### src/rtl/seq_gen_if.sv
// Handshake and serial-output bundle for seq_gen.
// The master side drives pattern/rpt/load; the slave side drives the outputs.
interface seq_gen_if #(
    parameter int W = 6
);
    logic [W-1:0] pattern;
    logic [3:0]   rpt;
    logic         load;
    logic         ready;
    logic         x;
    logic         x_valid;
    logic         busy;
    logic         done;

    modport master (
        output pattern, rpt, load,
        input  ready, x, x_valid, busy, done
    );

    modport slave (
        input  pattern, rpt, load,
        output ready, x, x_valid, busy, done
    );
endinterface

### src/rtl/seq_gen.sv
// Repeating serial pattern generator, MSB first, with optional idle gap
// between repetitions.
//
// state   | meaning
// --------+------------------------------------------------------------
// S_IDLE  | ready for a load; outputs quiet; done pulses on entry
// S_SHIFT | one pattern bit on x per cycle, x_valid high
// S_GAP   | GAP idle cycles between repetitions, busy high
module seq_gen #(
    parameter int W   = 6,
    parameter int GAP = 0
) (
    input logic   clk,
    input logic   rst,
    seq_gen_if.slave bus
);
    localparam int IW = (W > 2) ? $clog2(W) : 1;
    localparam logic [IW-1:0] IDX_LAST = IW'(W - 1);
    localparam logic [IW-1:0] IDX_PRE  = IW'(W - 2);
    localparam logic [3:0]    GAP_LOAD = 4'(GAP - 1);

    typedef enum logic [1:0] {
        S_IDLE  = 2'd0,
        S_SHIFT = 2'd1,
        S_GAP   = 2'd2
    } state_t;

    state_t        state, state_nxt;
    logic [W-1:0]  pat, pat_nxt;
    logic [IW-1:0] idx, idx_nxt;
    logic [3:0]    cnt, cnt_nxt;
    logic [3:0]    gcnt, gcnt_nxt;
    logic          x_nxt, xv_nxt, busy_nxt, done_nxt;
    logic          last_bit;
    logic          more;
    logic [IW-1:0] next_bit;

    // idx counts bits already presented; bit W-1-idx is the one on x
    assign last_bit  = (idx == IDX_LAST);
    assign more      = (cnt > 4'd1);
    assign next_bit  = IDX_PRE - idx;
    assign bus.ready = (state == S_IDLE);

    always_ff @(posedge clk) begin
        if (!rst) begin
            state       <= S_IDLE;
            pat         <= '0;
            idx         <= '0;
            cnt         <= '0;
            gcnt        <= '0;
            bus.x       <= 1'b0;
            bus.x_valid <= 1'b0;
            bus.busy    <= 1'b0;
            bus.done    <= 1'b0;
        end else begin
            state       <= state_nxt;
            pat         <= pat_nxt;
            idx         <= idx_nxt;
            cnt         <= cnt_nxt;
            gcnt        <= gcnt_nxt;
            bus.x       <= x_nxt;
            bus.x_valid <= xv_nxt;
            bus.busy    <= busy_nxt;
            bus.done    <= done_nxt;
        end
    end

    always_comb begin
        state_nxt = state;
        case (state)
            S_IDLE:  if (bus.load) state_nxt = S_SHIFT;
            S_SHIFT: begin
                if (last_bit) begin
                    if (!more)        state_nxt = S_IDLE;
                    else if (GAP > 0) state_nxt = S_GAP;
                    else              state_nxt = S_SHIFT;
                end
            end
            S_GAP:   if (gcnt == 4'd0) state_nxt = S_SHIFT;
            default: state_nxt = S_IDLE;
        endcase
    end

    always_comb begin
        pat_nxt  = pat;
        idx_nxt  = idx;
        cnt_nxt  = cnt;
        gcnt_nxt = gcnt;
        x_nxt    = 1'b0;
        xv_nxt   = 1'b0;
        busy_nxt = 1'b0;
        done_nxt = 1'b0;
        case (state)
            S_IDLE: begin
                if (bus.load) begin
                    pat_nxt  = bus.pattern;
                    cnt_nxt  = (bus.rpt == 4'd0) ? 4'd1 : bus.rpt;
                    idx_nxt  = '0;
                    x_nxt    = bus.pattern[W-1];
                    xv_nxt   = 1'b1;
                    busy_nxt = 1'b1;
                end
            end
            S_SHIFT: begin
                if (!last_bit) begin
                    idx_nxt  = idx + 1'b1;
                    x_nxt    = pat[next_bit];
                    xv_nxt   = 1'b1;
                    busy_nxt = 1'b1;
                end else if (more) begin
                    cnt_nxt  = cnt - 4'd1;
                    busy_nxt = 1'b1;
                    if (GAP > 0) begin
                        gcnt_nxt = GAP_LOAD;
                    end else begin
                        idx_nxt = '0;
                        x_nxt   = pat[W-1];
                        xv_nxt  = 1'b1;
                    end
                end else begin
                    done_nxt = 1'b1;
                end
            end
            S_GAP: begin
                busy_nxt = 1'b1;
                if (gcnt == 4'd0) begin
                    idx_nxt = '0;
                    x_nxt   = pat[W-1];
                    xv_nxt  = 1'b1;
                end else begin
                    gcnt_nxt = gcnt - 4'd1;
                end
            end
            default: ;
        endcase
    end
endmodule

### src/flat_wrapper.sv
// flat-port wrapper written by rule: the top's interface ports become plain ports
module seq_gen_flat 
#(
    parameter int W   = 6,
    parameter int GAP = 0
)
  (clk, rst, bus_pattern, bus_rpt, bus_load, bus_ready, bus_x, bus_x_valid, bus_busy, bus_done);
  seq_gen_if #(.W(W)) bus_i ();
  input logic clk;
  input logic rst;
  input wire logic [$bits(bus_i.pattern)-1:0] bus_pattern;
  input wire logic [$bits(bus_i.rpt)-1:0] bus_rpt;
  input wire logic [$bits(bus_i.load)-1:0] bus_load;
  output wire logic [$bits(bus_i.ready)-1:0] bus_ready;
  output wire logic [$bits(bus_i.x)-1:0] bus_x;
  output wire logic [$bits(bus_i.x_valid)-1:0] bus_x_valid;
  output wire logic [$bits(bus_i.busy)-1:0] bus_busy;
  output wire logic [$bits(bus_i.done)-1:0] bus_done;
  assign bus_i.pattern = bus_pattern;
  assign bus_i.rpt = bus_rpt;
  assign bus_i.load = bus_load;
  assign bus_ready = bus_i.ready;
  assign bus_x = bus_i.x;
  assign bus_x_valid = bus_i.x_valid;
  assign bus_busy = bus_i.busy;
  assign bus_done = bus_i.done;
  seq_gen #(.W(W), .GAP(GAP)) u_core (.clk(clk), .rst(rst), .bus(bus_i));
endmodule
### config.mk
export PLATFORM = sky130hd
export DESIGN_NAME = seq_gen_flat
export DESIGN_NICKNAME = d
export VERILOG_FILES = /design/src/rtl/seq_gen_if.sv /design/src/rtl/seq_gen.sv /design/src/flat_wrapper.sv
export SDC_FILE = /design/constraint.sdc
export NUM_CORES = 1
export LEC_CHECK = 0
export CAP_MARGIN = 20
export CORE_MARGIN = 2
export CORE_UTILIZATION = 44
export DETAILED_ROUTE_END_ITERATION = 7
export GPL_ROUTABILITY_DRIVEN = 0
export GPL_TIMING_DRIVEN = 0
export PLACE_DENSITY = 0.8
export SYNTH_ARGS = -nofsm -noshare
export SYNTH_HDL_FRONTEND = slang
export SYNTH_SLANG_ARGS = --single-unit
### constraint.sdc
create_clock -name clk -period 1.51 [get_ports clk]
set_input_delay 0.2265 -clock clk [delete_from_list [all_inputs] [get_ports clk]]
set_output_delay 0.2265 -clock clk [all_outputs]
set_load 0.1 [all_outputs]
==> results of run 1 <==
## path summary, 6_finish.rpt
kind                                    start       endpoint  slack (ns)  depth (start not counted)
worst max-delay path            u_core.idx[0]   u_core.bus.x       -0.03                          5
worst min-delay path            u_core.pat[2]  u_core.pat[2]        0.46                          2
worst max register to register  u_core.idx[0]   u_core.bus.x       -0.03                          5
worst min register to register  u_core.pat[2]  u_core.pat[2]        0.46                          2
## power by group
part	internal [W]	switching, W
registers	0.000477	0.0000264
clock network	0.000103	0.000148
logic	0.000136	0.000185
total	0.000716	0.000360
## what timing repair did
action | CTS | global route
pin swaps | 7 | 9
setup endpoints to repair | 11 | 6
gates resized for setup | 28 | 7
buffers inserted | 7 | 3
## layout by cell type, fill, tap and decap left out, types with 4 or more instances in the layout
| master | n |
|---|---|
| buf_4 | 12 |
| nand2_1 | 19 |
| clkdlybuf4s50_1 | 12 |
| dfxtp_1 | 13 |
| a21oi_1 | 13 |
| clkbuf_4 | 4 |
| nand3_1 | 6 |
## per-stage QoR
| step | hold slack, ns | setup WS [ns] | utilization [%] | cells |
|---|---|---|---|---|
| after global routing | 0.495 | -0.0522 | 65.1 | 160 |
| after global placement | 0.441 | -0.309 | 57.3 | 146 |
| after CTS | 0.459 | -0.0160 | 63.4 | 157 |
| after detailed placement | 0.450 | -0.315 | 57.3 | 146 |
| after floorplan | 0.346 | -0.0504 | - | 102 |
| final | 0.461 | -0.0349 | 65.1 | 160 |
## routing by layer
layer	GRT usage [%]	wire (um)	up-vias
li1	-	-	433
met1	23.2	984	428
met2	34.5	1170	26
met3	3.68	89	9
met4	11.0	56	0
met5	0	0	-
## layout make-up
class	instances	share of cell area [%]
Buffer	5	2.27
Clock buffer	4	2.08
Inverter	7	2.27
Sequential cell	17	27.5
Timing Repair Buffer	27	19.1
Tap cell	27	2.67
Multi-Input combinational cell	73	44.1
## critical path, cell delays in order (launching register included)
cell	delay [ns]
dfxtp_4	0.40
inv_4	0.05
ha_4	0.27
mux4_2	0.49
nand4_1	0.12
a41oi_2	0.09
## sequential cells by signal, indices dropped and copies added (netlist names)
register and count:
u_core.pat 6, u_core.cnt 4, u_core.bus.busy 1, u_core.state 1, u_core.idx 3, u_core.bus.x 1
u_core.bus.done 1
## kinds of logic (layout without fill, tap and decap cells)
| kind of cell | after synthesis | count (layout) |
|---|---|---|
| AO/OA/AOI/OAI | 27 | 27 |
| multiplexers | 2 | 2 |
| flip-flops | 17 | 17 |
| XOR/XNOR | 1 | 1 |
| AND/OR/NAND/NOR | 38 | 38 |
| buffers and inverters | 12 | 43 |
| adder cells (fa/ha/maj) | 5 | 5 |
==> metrics.txt, run 1 <==
Syn Area/Cell 8.83 um^2; # Max-Cap Violations 0; PD cells 850 nW/um^2; 1st-iter DRT viols 13; remaining global-route overflow 0; Post-Synth Adder-Cell Area 6.94%; dpl cell area 1110 um^2; largest cells by area after synthesis dfxtp_1 38%, nand2_1 7.9%, a21oi_1 7.2%; Synth Register Bits 17; die height 49.3 um; YS warnings 0; remaining routing DRC violations 0; final setup fails 2; Netlist Area Pre-Place 901 um^2; PortBufs 17; Final nets 152; Clock Latency Late Sink 0.30 ns; vias in the first global route 874; routed vias/inst 5.60; Reg area 348 um^2; RSZ-0062 raised after global routing true; mux cell area share after synthesis 3.61%; Synth top cells by count 19 x nand2_1, 17 x dfxtp_1, 13 x a21oi_1; final WL 2.30 mm; post-layout instance area 1260 um^2; Syn-to-layout area delta 40.4%; Tot Pwr 0.00108 W; crit path max fanout 4; diodes inserted 0; IO Count 18; register area share after synthesis 37.8%; WL/cell 14.4 um; WS Path Type reg2reg; maximum VDD drop 0.771 mV; Slew @ Worst Pin 0.543 ns; fill count 171; asr flop ratio synth 0%; Final period util 102%; chip width 49.3 um; clk buf depth 2; CTS tree yes; startpoint types flip-flop; Pre-Repair DR Iteration Count 8; CP Capture Type flip-flop; area share of the largest cell type after synthesis 37.8%; max-slew violation count 0; layout cells sized above 1 32.3%; Req. time, crit path 1.70 ns; TritonCTS sink count 17; setup ws final -0.0349 ns; largest family of logic cells by synthesized area compound AO/OA/AOI/OAI gates; GRT Overall Usage 20.0%; Post-synth EDFFs 0; initial cell density of the core 46.4%; post-synthesis cell count 102; relative slew slack 64.0%; Synth Area in Simple Gates 20.4%; core area 1940 um^2; final worst path period need 1.54 ns; Post-DP HPWL 1.47 mm; post-route ant nets 0; vias 896; Reg clk slew, reported paths 0.10 ns; failing checks setup timing; pin count of the biggest net entering global routing 11; XOR/XNOR share of the synthesized area 0.972%; hold buffers post-CTS 0; min-delay worst type reg2reg; Fmax 647 MHz; number of buffers created by CTS 3; Fin Clk Skew 0.00559 ns; Syn Nets 120; largest area contributor in the netlist dfxtp_1; most common cell in the synthesized netlist nand2_1; std cell rows 16; die area 2430 um^2; Root Driver clkbuf_4; crit path DAT 1.73 ns; outcome finished with violations; area of the multi-input gates 558 um^2; TNS Setup -0.0598 ns; Synth Area in Compound Gates 24.2%; wire length of the first global-routing pass 3.75 mm; initial antenna violation count 0; Synth cell types 36; Synth Flop Type dfxtp_1; CTS H-tree lvls 1; Final Hold Fails 0; Leak 0.474 nW
(Power assumes the default switching activity.)
==> run 2: changes to the inputs <==
- GPL_TIMING_DRIVEN: 0 -> not set
==> run 2 against run 1 <==
Effect of this change:
- the flow still finishes with violations (setup timing)
- hold slack worse by 0.0072 ns
- setup slack better by 0.0044 ns
- clock skew is 0.0030 ns lower
- cell area is 9.8% higher
- combinational power is 12% higher
- flip-flop and latch count stayed put
==> metrics.txt, run 2 (synthesis results as in run 1) <==
final setup fails 1 (was 2); Reg-to-Reg End u_core.bus.x (unchanged); number of buffers created by CTS 3 (unchanged); worst hold path startpoint bus_pattern[2] (was u_core.pat[2]); std cell rows 16 (unchanged); initial cell density of the core 46.4% (unchanged); layout cells sized above 1 39.7% (was 32.3%); worst r2r path cells 5 (unchanged); startpoint types flip-flop (unchanged); Final Hold Fails 0 (unchanged); Max stage delay cell, worst path mux4_2 (unchanged); highest-count cells in the layout ignoring fill and taps 19 x nand2_1, 17 x buf_4, 12 x clkdlybuf4s50_1 (was 19 x nand2_1, 13 x a21oi_1, 13 x dfxtp_1); CP Capture Type flip-flop (unchanged); 1st-iter DRT viols 10 (was 13); core area 1940 um^2 (unchanged); Root Driver clkbuf_4 (unchanged); Slew @ Worst Pin 0.519 ns (was 0.543 ns); clk buf depth 2 (unchanged); die area 2430 um^2 (unchanged); WS Path Type reg2reg (unchanged); IO Count 18 (unchanged); final cell count without fillers 163 (was 160); Req. time, crit path 1.69 ns (was 1.70 ns); final core utilization 71.5% (was 65.1%); vias in the first global route 870 (was 874); maximum VDD drop 0.774 mV (was 0.771 mV); PortBufs 17 (unchanged); Clock Latency Late Sink 0.31 ns (was 0.30 ns); die height 49.3 um (unchanged); TritonCTS sink count 17 (unchanged); failing checks setup timing (unchanged); fill count 160 (was 171); chip width 49.3 um (unchanged); worst hold stages 3 (was 2); Reg clk slew, reported paths 0.11 ns (was 0.10 ns); max-slew violation count 0 (unchanged); Final nets 155 (was 152); Final period util 102% (about the same); Clk pwr share 23.0% (was 23.4%); wire length of the first global-routing pass 3.86 mm (was 3.75 mm); Worst R2R Start u_core.idx[0] (unchanged); most common library cell in the layout ignoring fill and taps nand2_1 (unchanged); leading registers by flop count u_core.pat x6, u_core.cnt x4, u_core.idx x3 (unchanged); RSZ-0062 raised after global routing true (unchanged); pin count of the biggest net entering global routing 14 (was 11); number of flip-flops in the largest register 6 (unchanged); post-route ant nets 0 (unchanged); WL/cell 15.8 um (was 14.4 um); final worst path period need 1.54 ns (about the same); Fmax 649 MHz (was 647 MHz); initial antenna violation count 0 (unchanged); Net Switching 0.000389 W (was 0.000360 W); Pre-Repair DR Iteration Count 4 (was 8); Syn-to-layout area delta 54.2% (was 40.4%); Critical Path Max Stage Delay 0.49 ns (about the same); Leak 0.507 nW (was 0.474 nW); outcome finished with violations (unchanged); # Max-Cap Violations 0 (unchanged); min-delay worst type in2reg (was reg2reg); PD cells 820 nW/um^2 (was 850 nW/um^2); hold buffers post-CTS 0 (unchanged); worst-path cell chain inv_4 > ha_4 > mux4_2 > nand4_1 > a41oi_2 (unchanged); Post-DP HPWL 1.70 mm (was 1.47 mm); Comb pwr share 31.5% (was 29.8%); internal reg-to-reg setup slack -0.03 ns (about the same); CTS tree yes (unchanged); crit path max fanout 4 (unchanged); crit path DAT 1.72 ns (was 1.73 ns); routed vias/inst 5.34 (was 5.60); largest register by flop count u_core.pat (unchanged); Placed Cells 155 (was 146); final WL 2.57 mm (was 2.30 mm); diodes inserted 0 (unchanged); remaining global-route overflow 0 (unchanged); CTS H-tree lvls 1 (unchanged); Flop pwr share 45.5% (was 46.8%); relative slew slack 65.4% (was 64.0%); GRT Overall Usage 21.0% (was 20.0%); Hold Path Sink u_core.pat[2] (unchanged); setup ws final -0.0304 ns (was -0.0349 ns); P_int 0.000751 W (was 0.000716 W); vias 871 (was 896); remaining routing DRC violations 0 (unchanged); switch share 34.1% (was 33.4%); Fin Clk Skew 0.00258 ns (was 0.00559 ns)
run 2: worst max-delay path: cells and delay by family (launching register included):
family,cells,cell delay (ns)
mux,1,0.49
fa+ha+maj,1,0.28
buf+inv,1,0.05
compound gates,1,0.08
flops,1,0.41
simple gates,1,0.11
run 2: layout make-up:
type / instances / area (um^2) / share of cell area, %
sequential: 17 / 350 / 25.2
timing repair buffer: 35 / 359 / 25.9
tap: 27 / 33.8 / 2.43
inverter: 7 / 31.3 / 2.25
multi-input combinational: 73 / 584 / 42.1
clock buffer: 3 / 22.5 / 1.62
clock inverter: 1 / 7.51 / 0.541
run 2: worst max-delay path by stage:
stage	from	endpoint	slack, ns	depth (start not counted)
6_report	u_core.idx[0]	u_core.bus.x	-0.03	5
5_1_grt	u_core.idx[0]	u_core.bus.x	-0.09	5
4_1_cts	u_core.idx[0]	u_core.bus.x	-0.02	5
3_5_place_dp	u_core.idx[0]	u_core.bus.x	-0.09	5
3_3_place_gp	u_core.idx[0]	u_core.bus.x	-0.05	5
2_1_floorplan	u_core.idx[0]	u_core.bus.x	-0.05	5
run 2: repair_timing:
item | CTS | global route
endpoints found under the setup margin | 6 | 14
setup buffers | 0 | 4
pin swaps | 4 | 1
gates resized for setup | 7 | 16
run 2: per-layer routing:
| metal | track usage, % | vias to the layer above | share of wire [%] | wire length (um) |
|---|---|---|---|---|
| met2 | 35.8 | 24 | 54 | 1380 |
| met3 | 7.36 | 5 | 3.8 | 97 |
| met1 | 24.1 | 407 | 41 | 1060 |
| met4 | 7.14 | 0 | 0.97 | 25 |
| li1 | - | 435 | - | - |
| met5 | 0 | - | 0 | 0 |
run 2: power by group through the flow:
stage               Combinational [W]  Sequential, W  Clock [W]
detailed placement           0.000312       0.000522          0
global route                 0.000386       0.000522   0.000291
floorplan                    0.000171       0.000534          0
global placement             0.000304       0.000520          0
finish                       0.000359       0.000518   0.000262
CTS                          0.000322       0.000513   0.000268
run 2: through the flow:
stage,setup WS [ns],cell area [um^2],setup TNS [ns],total power (W),hold slack (ns)
3_5_place_dp,-0.0903,1240,-0.0903,0.000835,0.443
2_1_floorplan,-0.0504,908,-0.0504,0.000705,0.346
6_report,-0.0304,1390,-0.0304,0.00114,0.454
3_3_place_gp,-0.0491,1240,-0.0491,0.000824,0.444
4_1_cts,-0.0158,1300,-0.0158,0.00110,0.452
5_1_grt,-0.0885,1390,-0.264,0.00120,0.449
==> run 3: changes to the inputs <==
- CORE_ASPECT_RATIO: not set -> 0.7
==> run 3 against run 2 <==
Effect of this change:
- the flow still finishes with violations (setup timing)
- die area increased by 0.22%
- routed wire length decreased by 11%
- clock skew grew 0.0081 ns
- clock power fell by 5%
- total power is 1.8% lower
- via count unchanged
- maximum frequency up 0.31%
- non-clock buffer count rose by 2
- cell count decreased by 1.8%
- clock-buffer cell count grew 1
==> metrics.txt, run 3 (synthesis results as in run 1) <==
outcome finished with violations (unchanged); failing checks setup timing (unchanged); post-route ant nets 0 (unchanged); min-delay worst type reg2reg (was in2reg); Clock Latency Late Sink 0.30 ns (was 0.31 ns); relative slew slack 73.9% (was 65.4%); CTS H-tree lvls 1 (unchanged); pin count of the biggest net entering global routing 12 (was 14); setup ws final -0.0257 ns (was -0.0304 ns); worst hold stages 2 (was 3); Syn-to-layout area delta 52.2% (was 54.2%); std cell rows 13 (was 16); final worst path period need 1.54 ns (about the same); hold buffers post-CTS 0 (unchanged); leading registers by flop count u_core.pat x6, u_core.cnt x4, u_core.idx x3 (unchanged); diodes inserted 0 (unchanged); GRT Overall Usage 20.4% (was 21.0%); Final nets 157 (was 155); Root Driver clkbuf_4 (unchanged); 1st-iter DRT viols 29 (was 10); Req. time, crit path 1.73 ns (was 1.69 ns); Tot Pwr 0.00112 W (was 0.00114 W); die area 2430 um^2 (about the same); IO Count 18 (unchanged); die height 41.9 um (was 49.3 um); CTS tree yes (unchanged); routed vias/inst 5.44 (was 5.34); clk buf depth 2 (unchanged); initial antenna violation count 0 (unchanged); area of the multi-input gates 553 um^2 (was 584 um^2); Reg clk slew, reported paths 0.09 ns (was 0.11 ns); Fmax 651 MHz (was 649 MHz); chip width 58.1 um (was 49.3 um); Post-DP HPWL 1.64 mm (was 1.70 mm); worst r2r path cells 8 (was 5); max-slew violation count 0 (unchanged); crit path max fanout 4 (unchanged); core area 1890 um^2 (was 1940 um^2); Final period util 102% (about the same); layout cells sized above 1 36.2% (was 39.7%); fill count 148 (was 160); largest register by flop count u_core.pat (unchanged); Slew @ Worst Pin 0.391 ns (was 0.519 ns); PD cells 816 nW/um^2 (was 820 nW/um^2); remaining global-route overflow 0 (unchanged); Final Hold Fails 0 (unchanged); Pre-Repair DR Iteration Count 5 (was 4); TritonCTS sink count 17 (unchanged); remaining routing DRC violations 0 (unchanged); maximum VDD drop 0.799 mV (was 0.774 mV); startpoint types flip-flop (unchanged); RSZ-0062 raised after global routing true (unchanged); final WL 2.29 mm (was 2.57 mm); vias 871 (unchanged); Fin Clk Skew 0.0107 ns (was 0.00258 ns); pre-CTS setup slack -0.107 ns (was -0.0903 ns); # Max-Cap Violations 0 (unchanged); PortBufs 17 (unchanged); crit path DAT 1.75 ns (was 1.72 ns); vias in the first global route 814 (was 870); CP Capture Type flip-flop (unchanged); wire length of the first global-routing pass 3.79 mm (was 3.86 mm); WL/cell 14.3 um (was 15.8 um); Reg area 349 um^2 (was 350 um^2); most common library cell in the layout ignoring fill and taps nand2_1 (unchanged); initial cell density of the core 47.7% (was 46.4%); TNS Setup -0.0440 ns (was -0.0304 ns); final setup fails 3 (was 1); number of buffers created by CTS 3 (unchanged); highest-count cells in the layout ignoring fill and taps 19 x nand2_1, 18 x buf_4, 12 x a21oi_1, 12 x clkdlybuf4s50_1, 12 x dfxtp_1 (was 19 x nand2_1, 17 x buf_4, 12 x clkdlybuf4s50_1); Leak 0.518 nW (was 0.507 nW); WS Path Type reg2reg (unchanged); number of flip-flops in the largest register 6 (unchanged)
-- run 3: cell types whose count changed in the layout (fill, tap and decap cells not counted), sizes merged --
cell / change
clkinvlp: -1
buf: +2
clkbuf: +1
-- run 3: final cells by class --
class                           instances  area share (%)
Timing Repair Buffer                   37            28.2
Sequential cell                        17            25.5
Tap cell                               22            2.01
Multi-Input combinational cell         73            40.3
Inverter                                7            2.10
Clock buffer                            4            1.92
-- run 3: stage by stage --
| stage | hold WS, ns | cell area [um^2] | util (%) | std cells |
|---|---|---|---|---|
| 5_1_grt | 0.467 | 1370 | 72.7 | 160 |
| 2_1_floorplan | 0.346 | 908 | - | 102 |
| 4_1_cts | 0.463 | 1290 | 68.6 | 155 |
| 3_3_place_gp | 0.446 | 1230 | 65.3 | 150 |
| 6_report | 0.465 | 1370 | 72.7 | 160 |
| 3_5_place_dp | 0.453 | 1230 | 65.3 | 150 |
-- run 3: power breakdown --
part / internal, W / switching (W) / leakage (nW) / total, W
Combinational: 0.000175 / 0.000183 / 0.361 / 0.000358
Sequential: 0.000478 / 0.0000347 / 0.142 / 0.000512
Clock: 0.000103 / 0.000145 / 0.0150 / 0.000248
Total: 0.000756 / 0.000363 / 0.518 / 0.00112
-- run 3: worst paths after layout --
path	start	to	slack (ns)
max	u_core.idx[0]	u_core.idx[1]	-0.03
max reg2reg	u_core.idx[0]	u_core.idx[1]	-0.03
min	u_core.pat[4]	u_core.pat[4]	0.46
min reg2reg	u_core.pat[4]	u_core.pat[4]	0.46
-- run 3: layer usage --
metal | GRT usage [%] | wire length (um) | up-vias | share of wire [%]
met2 | 32.3 | 1120 | 25 | 49
met5 | 0 | 0 | - | 0
met3 | 6.23 | 127 | 4 | 5.6
met4 | 4.19 | 31 | 0 | 1.4
met1 | 27.4 | 1000 | 399 | 44
li1 | - | - | 443 | -
-- run 3: critical path: stages, from the launching register on --
cell     delay [ns]
dfxtp_4        0.38
buf_12         0.11
ha_4           0.13
nand2_2        0.06
buf_6          0.13
o41ai_4        0.23
buf_4          0.20
nand3_1        0.08
a21oi_1        0.14
-- run 3: repair_timing --
action,CTS,global route
resized for setup,6,9
setup endpoints to repair,2,8
buffers inserted,1,5
endpoints found under the hold margin,0,0
pin swaps,4,7
